[config.mk]
export PLATFORM = sky130hd
export DESIGN_NAME = rom_loader
export DESIGN_NICKNAME = d
export VERILOG_FILES = /design/src/rtl/rom_loader_pkg.sv /design/src/rtl/uart_rx_byte.sv /design/src/rtl/rom_loader.sv
export SDC_FILE = /design/constraint.sdc
export NUM_CORES = 1
export LEC_CHECK = 0
export ABC_AREA = 1
export ABC_CLOCK_PERIOD_IN_PS = 8600
export BUFFER_PORTS_ARGS = -buffer_cell sky130_fd_sc_hd__buf_2
export CORE_UTILIZATION = 60
export DETAILED_ROUTE_END_ITERATION = 7
export GPL_TIMING_DRIVEN = 0
export PLACE_DENSITY = 0.82
export RECOVER_POWER = 50
export SLEW_MARGIN = 10
export SYNTH_ARGS = -nofsm -noshare
export SYNTH_HDL_FRONTEND = slang
export SYNTH_SLANG_ARGS = --single-unit
[constraint.sdc]
create_clock -name clk -period 8.6 [get_ports clk]
set_input_delay 2.15 -clock clk [delete_from_list [all_inputs] [get_ports clk]]
set_output_delay 2.15 -clock clk [all_outputs]
set_load 0.1 [all_outputs]
[src/rtl/rom_loader_pkg.sv]
// rom_loader_pkg: shared states, sync byte and baud divisor helper for the ROM boot loader
package rom_loader_pkg;
  typedef enum logic [2:0] {IDLE, LEN0, LEN1, DATA, CSUM, DONE, ERR} state_t;
  localparam logic [7:0] SYNC_BYTE = 8'hA5;
  function automatic int baud_div(input int clk_freq, input int baud);
    return clk_freq / baud;
  endfunction
endpackage

[src/rtl/uart_rx_byte.sv]
// uart_rx_byte: 8N1 receiver with input synchroniser, glitch-rejecting start check and stop-bit framing check
module uart_rx_byte
  import rom_loader_pkg::*;
#(
  parameter int CLK_FREQ = 50000000,
  parameter int BAUD     = 115200
) (
  input  logic       clk,
  input  logic       rst,
  input  logic       uart_rx,
  output logic       byte_valid,
  output logic [7:0] byte_data,
  output logic       frame_err
);
  localparam int DIV = baud_div(CLK_FREQ, BAUD);
  localparam int CW = $clog2(DIV);
  localparam logic [CW-1:0] LAST = CW'(DIV - 1);
  localparam logic [CW-1:0] MID = CW'(DIV / 2 - 1);
  typedef enum logic [1:0] {RX_IDLE, RX_START, RX_BITS, RX_STOP} rx_t;
  rx_t st, st_n;
  logic [2:0] sync;
  logic [CW-1:0] cnt;
  logic [2:0] idx;
  logic [7:0] sh;
  logic rx, fall, bit_tick, stop_tick;
  // sync[1] is the synchronised line, sync[2] its previous value for edge detection
  assign rx = sync[1];
  assign fall = sync[2] & ~sync[1];
  assign bit_tick = st == RX_BITS && cnt == LAST;
  assign stop_tick = st == RX_STOP && cnt == LAST;
  always_comb begin
    st_n = st;
    case (st)
      RX_IDLE:  st_n = fall ? RX_START : RX_IDLE;
      RX_START: st_n = cnt != MID ? RX_START : rx ? RX_IDLE : RX_BITS;
      RX_BITS:  st_n = bit_tick && idx == 3'd7 ? RX_STOP : RX_BITS;
      default:  st_n = stop_tick ? RX_IDLE : RX_STOP;
    endcase
  end
  always_ff @(posedge clk or posedge rst) begin
    if (rst) begin
      st <= RX_IDLE;
      sync <= 3'b111;
      cnt <= '0;
      idx <= '0;
      sh <= '0;
      byte_valid <= 1'b0;
      byte_data <= '0;
      frame_err <= 1'b0;
    end else begin
      st <= st_n;
      sync <= {sync[1:0], uart_rx};
      cnt <= (st_n != st || cnt == LAST) ? '0 : cnt + 1'b1;
      if (st == RX_START) idx <= '0;
      else if (bit_tick) begin
        sh <= {rx, sh[7:1]};
        idx <= idx + 1'b1;
      end
      byte_valid <= stop_tick & rx;
      frame_err <= stop_tick & ~rx;
      if (stop_tick & rx) byte_data <= sh;
    end
  end
endmodule

[src/rtl/rom_loader.sv]
// rom_loader: UART boot loader that writes a framed, checksummed image into the instruction ROM
module rom_loader
  import rom_loader_pkg::*;
#(
  parameter int CLK_FREQ    = 50000000,
  parameter int BAUD        = 115200,
  parameter int ADDR_W      = 12,
  parameter int MAX_WORDS   = 4096,
  parameter int TIMEOUT_CYC = 1000000
) (
  input  logic              clk,
  input  logic              rst,
  input  logic              uart_rx,
  output logic              rom_we,
  output logic [ADDR_W-1:0] rom_waddr,
  output logic [31:0]       rom_wdata,
  output logic              cpu_hold,
  output logic              load_done,
  output logic              load_err
);
  localparam int TW = $clog2(TIMEOUT_CYC);
  localparam logic [TW-1:0] TMO_LAST = TW'(TIMEOUT_CYC - 1);
  localparam logic [15:0] MAXW = 16'(MAX_WORDS);
  state_t st, st_n;
  logic byte_valid, frame_err, active, tmo_hit, take;
  logic [7:0] byte_data, sum;
  logic [15:0] len, widx, n_new;
  logic [1:0] bidx;
  logic [23:0] word;
  logic [TW-1:0] tmo;
  uart_rx_byte #(.CLK_FREQ(CLK_FREQ), .BAUD(BAUD)) u_rx (
    .clk(clk),
    .rst(rst),
    .uart_rx(uart_rx),
    .byte_valid(byte_valid),
    .byte_data(byte_data),
    .frame_err(frame_err)
  );
  assign active = st inside {LEN0, LEN1, DATA, CSUM};
  assign tmo_hit = active && tmo == TMO_LAST;
  assign take = byte_valid && !tmo_hit && !frame_err;
  assign n_new = {byte_data, len[7:0]};
  // DATA leaves for CSUM only in the cycle the last write is on the port, so rom_we stays inside DATA
  always_comb begin
    st_n = st;
    if (tmo_hit || (active && frame_err)) st_n = ERR;
    else if (st == DATA) st_n = (rom_we && widx == len) ? CSUM : DATA;
    else if (byte_valid)
      case (st)
        LEN0:    st_n = LEN1;
        LEN1:    st_n = n_new > MAXW ? ERR : n_new == 16'd0 ? CSUM : DATA;
        CSUM:    st_n = byte_data == sum ? DONE : ERR;
        default: st_n = byte_data == SYNC_BYTE ? LEN0 : st;
      endcase
  end
  always_ff @(posedge clk or posedge rst) begin
    if (rst) begin
      st <= IDLE;
      len <= '0;
      widx <= '0;
      bidx <= '0;
      sum <= '0;
      word <= '0;
      tmo <= '0;
      rom_we <= 1'b0;
      rom_waddr <= '0;
      rom_wdata <= '0;
      cpu_hold <= 1'b1;
      load_done <= 1'b0;
      load_err <= 1'b0;
    end else begin
      st <= st_n;
      cpu_hold <= st_n != DONE;
      load_done <= st_n == DONE;
      load_err <= st_n == ERR;
      tmo <= (!active || byte_valid) ? '0 : tmo + 1'b1;
      rom_we <= 1'b0;
      if (take && st == LEN0) len[7:0] <= byte_data;
      if (take && st == LEN1) begin
        len[15:8] <= byte_data;
        widx <= '0;
        bidx <= '0;
        sum <= '0;
      end
      if (take && st == DATA) begin
        word <= {byte_data, word[23:8]};
        sum <= sum + byte_data;
        bidx <= bidx + 1'b1;
        if (bidx == 2'd3) begin
          rom_we <= 1'b1;
          rom_waddr <= widx[ADDR_W-1:0];
          rom_wdata <= {byte_data, word};
          widx <= widx + 1'b1;
        end
      end
    end
  end
endmodule

==> out/results.tsv <==
metric	value	unit
status	complete, but fails checks	
violations	max-capacitance violations, max-slew violations	
cts_buffers	17	
cts_resized	0	
antenna_found_initial	0	
max_freq	261	MHz
area_growth	12.3	%
dpl.hpwl	11300	um
tns	0	ns
drv_cap	1	
drv_slew	64	
post-route-min-period	3.83	ns
skew	0.0113	ns
cp_max_fo	109	
grtUsageTotal	26.4	%
fin_ws	4.77	ns
synth_area_leaders	dfrtp_1 (53%), nand2_1 (13%), inv_1 (4.9%)	
io_buffers	50	
firstDrtPassIters	5	
hold_path.class	reg -> reg	
die_w	117	um
crit_type	in -> async	
ioPinCount	51	
grt_pass1_wl	27500	um
yosys.area.top_type	dfrtp_1	
first_global_vias	5933	
initialDrtViolationCount	480	
rsz0062_at_grt	false	
powerDensity	181	nW/um2
wl_per_cell	13.9	um
cts.clk_slew.worst_paths	0.06	ns
synth_seq_area_share	54.5	%
arrival	4.37	ns
grt-ovfl-total	0	
dieArea	13600	um2
nFillCells	1025	
final-setup-viol-count	0	
clockBufferDepth	2	
drive_above_1_share	9.64	%
reg2reg_slack	5.87	ns
synth.cell_area	7900	um2
synth_cell_types	35	
hold_buffers	0	
worstSetupEndpointType	async pin	
start_util	62.1	%
drc	0	
cp-start-kind	input port	
cts_root_buf	clkbuf_16	
vias	6339	
place_area	8400	um2
peakVddDrop	0.000188	V
synth_top_cell_area_share	53.2	%
cp.required	9.14	ns
postCtsSetupBuffers	0	
drt-total-wl	16500	um
vias_per_cell	5.33	
grt_max_degree	110	
clk_latency	0.44	ns
synth_nets	954	
gp_routability_congestion	0.853	
htree_num_levels	4	
antenna_left	0	
p_leak	4.37	nW
floorplan.rows	41	
tritoncts	yes	
n_antenna_cell	0	
postSynthCellCount	935	
period_share	44.5	%
ys_seq_elements	172	
core	12700	um2
fp.dieH	117	um
total_power	1.61	mW
syn_avg_cell_area	8.45	um2
worst_hold_slack	0.364	ns
dp_slack	5.50	ns
yosysWarnings	0	
slew_headroom	-85.4	%
cts.sinks	172	
finalHoldViolations	0	
tightest_slew	2.77	ns
final_nets	1024	
stdcell_area	8880	um2
## power by group
| part | total, mW | internal [mW] | switching (mW) |
|---|---|---|---|
| sequential | 0.837 | 0.824 | 0.0131 |
| combinational | 0.0591 | 0.0192 | 0.0399 |
| clock | 0.712 | 0.404 | 0.308 |
## layout by cell type, fill, tap and decap left out, types with 18 or more instances in the layout
cell type	n
nor2_1	83
o21ai_1	41
nand2_1	267
nand3_1	38
a21oi_1	18
xor2_1	24
o21ai_0	77
clkbuf_1	23
buf_2	57
dfrtp_1	168
inv_1	105
## Yosys cell counts, drive strengths merged
cell / instances
buf: 21
a21o: 1
or2: 2
nor3b: 1
xnor2: 7
nand3: 38
xor2: 24
dfstp: 4
o211a: 2
nand2: 267
a31oi: 4
a21oi: 18
clkbuf: 6
inv: 110
a211oi: 1
o211ai: 1
dfrtp: 168
nor4: 3
nor3: 17
ha: 15
nand4: 13
o21ai: 121
fa: 1
o22ai: 6
o31ai: 1
nor2: 83
## layer usage
layer  share of wire, %  track usage (%)
met1                 45             34.0
met2                 49             43.1
met3                4.1             6.75
met4                2.4             10.3
met5                  0                0
## registers in the layout (all words and copies together), names as in the netlist, 8 cells and up
| name | flops |
|---|---|
| u_rx.sh | 8 |
| rom_waddr | 12 |
| widx | 16 |
| u_rx.byte_data | 8 |
| tmo | 20 |
| u_rx.cnt | 9 |
| sum | 8 |
| word | 24 |
| len | 16 |
| rom_wdata | 32 |
## path summary, 6_finish.rpt
check,to,start,cells after the start
worst max-delay path,len[13],rst,3
worst min-delay path,u_rx.sync[1],u_rx.sync[0],0
worst max register to register,rom_wdata[3],st[2],9
worst min register to register,u_rx.sync[1],u_rx.sync[0],0
max in group clk,cpu_hold,cpu_hold,1
min in group asynchronous,sum[4],rst,2
## worst max-delay path: stages
cell and delay, ns:
buf_2 0.10, clkinvlp_2 1.56, buf_16 0.48
## cell type report
class	count	area [um2]	share of cell area (%)
inverters	110	414	4.66
plain buffers	27	110	1.24
repair buffers	51	278	3.13
well taps	172	215	2.42
flip-flops and latches	172	4310	48.5
clock buffers	21	450	5.07
clock inverters	10	93.8	1.06
multi-input cells	626	3010	33.9
## metrics by stage
stage          instances  utilization, %
2_1_floorplan        935               -
3_3_place_gp        1157            65.8
3_5_place_dp        1158            66.1
4_1_cts             1189            70.3
5_1_grt             1189            69.8
6_report            1189            69.8
## kinds of logic after synthesis
kind of cell / Yosys count / synth area share (%)
xor+xnor: 31 / 3.44
fa+ha+maj: 16 / 2.63
simple gates: 424 / 21.8
buf+inv: 137 / 7.08
compound gates: 155 / 10.6
flops: 172 / 54.5
No activity file was read; power rests on OpenSTA's default activity.
